**src/rtl/button_event_arbiter.sv**
```systemverilog
// Button event arbiter: queues one pending press per button and hands them out one at a time
// on a single valid/ready event port, choosing between pending buttons round-robin.
// Optional feature: define BTN_EVT_OVF_CNT_EN to build the saturating lost-press counter on
// ovf_cnt_o; when it is undefined the counter is absent and ovf_cnt_o reads 8'h00.
module button_event_arbiter #(
  parameter int unsigned N_BTN = 4,
  parameter int unsigned ID_W  = 2
) (
  input  logic             clk,
  input  logic             rst,
  input  logic [N_BTN-1:0] press_i,
  input  logic [N_BTN-1:0] en_mask_i,
  output logic             evt_valid_o,
  output logic [ID_W-1:0]  evt_id_o,
  input  logic             evt_ready_i,
  output logic [N_BTN-1:0] pending_o,
  output logic             overflow_o,
  input  logic             ovf_clr_i,
  output logic [7:0]       ovf_cnt_o
);

  logic [N_BTN-1:0] pending_q, pending_d;
  logic             evt_valid_q, evt_valid_d;
  logic [ID_W-1:0]  evt_id_q, evt_id_d;
  logic [ID_W-1:0]  rr_ptr_q, rr_ptr_d;
  logic             overflow_q, overflow_d;

  logic             slot_free;
  logic             grant_found;
  logic [ID_W-1:0]  grant_idx;
  logic [N_BTN-1:0] grant_vec;
  logic [N_BTN-1:0] press_en;
  logic [N_BTN-1:0] ovf_vec;

  assign slot_free = !evt_valid_q || evt_ready_i;

  // Round-robin pick: first pending button after rr_ptr, wrapping modulo N_BTN.
  always_comb begin
    int target;
    grant_found = 1'b0;
    grant_idx   = '0;
    grant_vec   = '0;
    for (int off = 1; off <= int'(N_BTN); off++) begin
      target = int'(rr_ptr_q) + off;
      if (target >= int'(N_BTN)) target = target - int'(N_BTN);
      for (int k = 0; k < int'(N_BTN); k++) begin
        if (slot_free && !grant_found && pending_q[k] && (k == target)) begin
          grant_found  = 1'b1;
          grant_idx    = ID_W'(k);
          grant_vec[k] = 1'b1;
        end
      end
    end
  end

  // Next-state for pending bitmap, output slot, pointer and sticky overflow.
  always_comb begin
    press_en    = press_i & en_mask_i;
    // A press is lost only if its bit stays pending this cycle; a same-cycle grant frees it.
    ovf_vec     = press_en & pending_q & ~grant_vec;
    pending_d   = (pending_q & ~grant_vec) | press_en;
    evt_valid_d = evt_valid_q;
    evt_id_d    = evt_id_q;
    rr_ptr_d    = rr_ptr_q;
    if (slot_free) begin
      evt_valid_d = grant_found;
      if (grant_found) begin
        evt_id_d = grant_idx;
        rr_ptr_d = grant_idx;
      end
    end
    overflow_d = overflow_q;
    if (|ovf_vec) begin
      overflow_d = 1'b1;
    end else if (ovf_clr_i) begin
      overflow_d = 1'b0;
    end
  end

  // State registers; reset discards pending presses and any unaccepted event.
  always_ff @(posedge clk or posedge rst) begin
    if (rst) begin
      pending_q   <= '0;
      evt_valid_q <= 1'b0;
      evt_id_q    <= '0;
      rr_ptr_q    <= ID_W'(N_BTN - 1);
      overflow_q  <= 1'b0;
    end else begin
      pending_q   <= pending_d;
      evt_valid_q <= evt_valid_d;
      evt_id_q    <= evt_id_d;
      rr_ptr_q    <= rr_ptr_d;
      overflow_q  <= overflow_d;
    end
  end

`ifdef BTN_EVT_OVF_CNT_EN
  logic [7:0] ovf_cnt_q, ovf_cnt_d;
  logic [7:0] ovf_pop;
  logic [7:0] cnt_base;
  logic [8:0] cnt_sum;

  // Add the number of buttons that lost a press this cycle, saturating; clear loses to a set.
  always_comb begin
    ovf_pop = '0;
    for (int k = 0; k < int'(N_BTN); k++) begin
      ovf_pop = ovf_pop + {7'b0, ovf_vec[k]};
    end
    cnt_base  = ovf_clr_i ? 8'h00 : ovf_cnt_q;
    cnt_sum   = {1'b0, cnt_base} + {1'b0, ovf_pop};
    ovf_cnt_d = cnt_sum[8] ? 8'hFF : cnt_sum[7:0];
  end

  // Lost-press counter register.
  always_ff @(posedge clk or posedge rst) begin
    if (rst) begin
      ovf_cnt_q <= 8'h00;
    end else begin
      ovf_cnt_q <= ovf_cnt_d;
    end
  end

  assign ovf_cnt_o = ovf_cnt_q;
`else
  assign ovf_cnt_o = 8'h00;
`endif

  assign evt_valid_o = evt_valid_q;
  assign evt_id_o    = evt_id_q;
  assign pending_o   = pending_q;
  assign overflow_o  = overflow_q;

endmodule

```
**config.mk**
```make
export PLATFORM = sky130hd
export DESIGN_NAME = button_event_arbiter
export DESIGN_NICKNAME = d
export VERILOG_FILES = /design/src/rtl/button_event_arbiter.sv
export SDC_FILE = /design/constraint.sdc
export NUM_CORES = 1
export LEC_CHECK = 0
export ABC_CLOCK_PERIOD_IN_PS = 1600
export CORE_MARGIN = 3
export CORE_UTILIZATION = 42
export CTS_BUF_LIST = sky130_fd_sc_hd__clkbuf_4
export CTS_CLUSTER_DIAMETER = 120
export DETAILED_ROUTE_END_ITERATION = 12
export GPL_ROUTABILITY_DRIVEN = 0
export PLACE_DENSITY_LB_ADDON = 0.25
export RECOVER_POWER = 50
export SYNTH_ARGS = -nofsm -noshare
export SYNTH_HDL_FRONTEND = slang
export SYNTH_SLANG_ARGS = --single-unit
```
**constraint.sdc**
```tcl
create_clock -name clk -period 1.6 [get_ports clk]
set_input_delay 0.24 -clock clk [delete_from_list [all_inputs] [get_ports clk]]
set_output_delay 0.24 -clock clk [all_outputs]
set_load 0.02 [all_outputs]
```
==> metrics.cfg <==
[global_routing]
grt_util_all_layers_pct = 13.5
grt_pass1_wl_um = 1880
antenna_found_initial = 0
grt-ovfl-total = 0
grt_pass1_vias = 449
grt_max_degree = 11

[timing]
max_freq_mhz = 684
slew_viol_final = 0
timing.final.ws_setup_ns = 0.138
hold_violations = 0
period_needed_ns = 1.46
finalCritPeriodShare_pct = 91.4
setup_violations = 0
rsz0062_at_grt = no
skew_ns = 0.00114

[worst_setup_path]
ff2ff_setup_slack_ns = 0.15
critPathCapture = overflow_o
cp_top_family = buffers and inverters
worstPathRequired_ns = 1.36
cpPeakStageDelay_ns = 0.60
worstPathArrival_ns = 1.22
crit_chain = clkdlybuf4s50_1
path_class = reg2out
r2r-end = evt_id_o[1]
cpMaxStageDelayCell = clkdlybuf4s50_1
crit_path_start_kind = flip-flop
r2r_cells = 4
critPathBufInv = 1
endpoint_kind = output pin
crit_fanout = 2
cp.depth = 1
r2r-start = pending_o[1]
crit_start = overflow_o

[routing]
drc_errors = 0
dr_total_vias = 561
ant_nets = 0
routed_wl_um = 1180
drt_first_pass_iters = 5
routedWlPerCell_um = 11.4
avgViaCountPerCell = 5.39
dr.first_iter.drc_count = 19

[die]
core_area_sq_mm = 0.00133
die-area_sq_mm = 0.00194
initial_core_util_pct = 45.7
core.rowCount = 13
ioPinCount = 28
die_x_um = 44.1
die_h_um = 44.1

[power_and_ir_drop]
ir_drop_mv = 0.922
p_per_area_mw_per_mm2 = 1860
leakage_nw = 0.371

[job]
cap_viol_max_count = 0

[cts]
cts_tree = done
cts_made_buffers = 3
clock-sinks = 10
cts_buffer_depth = 2
cts-root-buf = clkbuf_4
htreeDepth = 1
clock_latency_ns = 0.26
path_clk_slew_ns = 0.06
cts_setup_buffers = 0

[finish]
n_antenna_cell = 0
postLayoutCoreUtil_pct = 59.8
area_growth_pct = 30.8
drive_gt1_share_pct = 7.87
nets = 102
postLayoutCellArea_sq_um = 797
multiInputGateArea_sq_um = 279
seqCellArea_sq_um = 254
final.fill_count = 120

[yosys]
ys_types = 26
syn_inst = 68
syn_area_sq_um = 609
synth_seq_cells = 10
synth_top_area_cell = dfrtp_1
ys_seq_area_share_pct = 41.5
avgSynthCellArea_sq_um = 8.96
yosysTopAreaCellShare_pct = 32.9
synth_warnings = 0
yosys-top-cells-area = dfrtp_1 (33%), buf_4 (9.9%), dfstp_2 (8.6%)

[outcome]
status = completed

[place]
portBuffers = 19
hpwl_um = 934
post_dp_cell_area_sq_um = 778
post-place-ws_ns = -0.0577

[min_path]
min_path_type = in2async

-- layout by cell type, fill, tap and decap left out, types with 3 or more instances in the layout --
master           Yosys  final
conb_1               1      8
clkdlybuf4s50_1      0     14
nand2b_1             3      3
dfrtp_1              8      7
dlygate4sd2_1        0      4
o21ai_0              6      5
inv_1                6      6
clkbuf_4             0      3
nand2_1              9      9
-- cell type report --
cell class	count	share of cell area, %
Timing Repair Buffer	21	24.6
Clock inverter	1	0.471
Inverter	6	2.83
Tap cell	15	2.35
Sequential cell	10	31.9
Clock buffer	3	2.83
Multi-Input combinational cell	48	35.0
-- kinds of logic (layout without fill, tap and decap cells) --
kind of cell           Yosys count  after routing  share of synthesized area [%]
and+or+nand+nor                 16             16                           12.9
AOI/OAI and AO/OA               23             23                           26.3
buffers and inverters           17             31                           17.0
other                            1              8                          0.615
DFF                             10             10                           41.5
muxes                            1              1                           1.64
-- per-layer routing --
layer  vias up  part of all wire, %  GRT usage, %
met3         4                  6.5          6.10
met1       268                   42          16.5
met5         -                    0             0
met2        23                   50          19.2
met4         0                 0.93          8.43
li1        266                    -             -
-- stage by stage --
stage / setup TNS, ns / hold slack (ns) / cells / power, mW
after floorplan: 0 / 0.0787 / 75 / 1.08
after global placement: -0.0324 / 0.462 / 100 / 1.34
after detailed placement: -0.0763 / 0.474 / 100 / 1.35
after CTS: 0 / 0.246 / 104 / 1.50
after global routing: 0 / 0.400 / 104 / 1.61
final: 0 / 0.385 / 104 / 1.48
-- cells in the mapped netlist --
| library cell | number |
|---|---|
| buf_4 | 8 |
| dfrtp_1 | 8 |
| o21ai_0 | 6 |
| o22ai_1 | 1 |
| buf_6 | 1 |
| a21oi_1 | 2 |
| a21o_1 | 2 |
| buf_2 | 2 |
| nand2b_1 | 3 |
| o221ai_1 | 1 |
| o41ai_1 | 1 |
| conb_1 | 1 |
| o211ai_1 | 2 |
| nor3_1 | 1 |
| o21bai_1 | 1 |
| o22a_1 | 2 |
| or3b_1 | 1 |
| nor2b_1 | 1 |
| nand2_1 | 9 |
| a21boi_0 | 2 |
| nand4_1 | 1 |
| dfstp_2 | 2 |
| a22o_1 | 1 |
| o2111ai_1 | 2 |
| mux2i_1 | 1 |
| inv_1 | 6 |
-- how the worst min path moves through the flow --
stage	to	slack, ns
global placement	evt_id_o[1]	0.46
finish	pending_o[1]	0.38
detailed placement	evt_id_o[1]	0.47
floorplan	evt_id_o[0]	0.08
global route	evt_id_o[0]	0.40
CTS	evt_id_o[1]	0.25
-- power breakdown --
group / total [mW] / switching, mW / internal, mW
Sequential: 0.585 / 0.190 / 0.395
Combinational: 0.727 / 0.376 / 0.351
Clock: 0.173 / 0.0825 / 0.0900
-- flip-flops by register name, summed over array words and instances (netlist names) --
signal / flops
rr_ptr_q: 2
overflow_o: 1
evt_valid_o: 1
evt_id_o: 2
pending_o: 4
-- timing repair --
item                       in CTS  in global routing
hold buffers                    0                  0
resized for setup               5                  1
pin swaps                       0                  0
setup endpoints to repair       4                  1
Power figures use the tool's default switching activity.
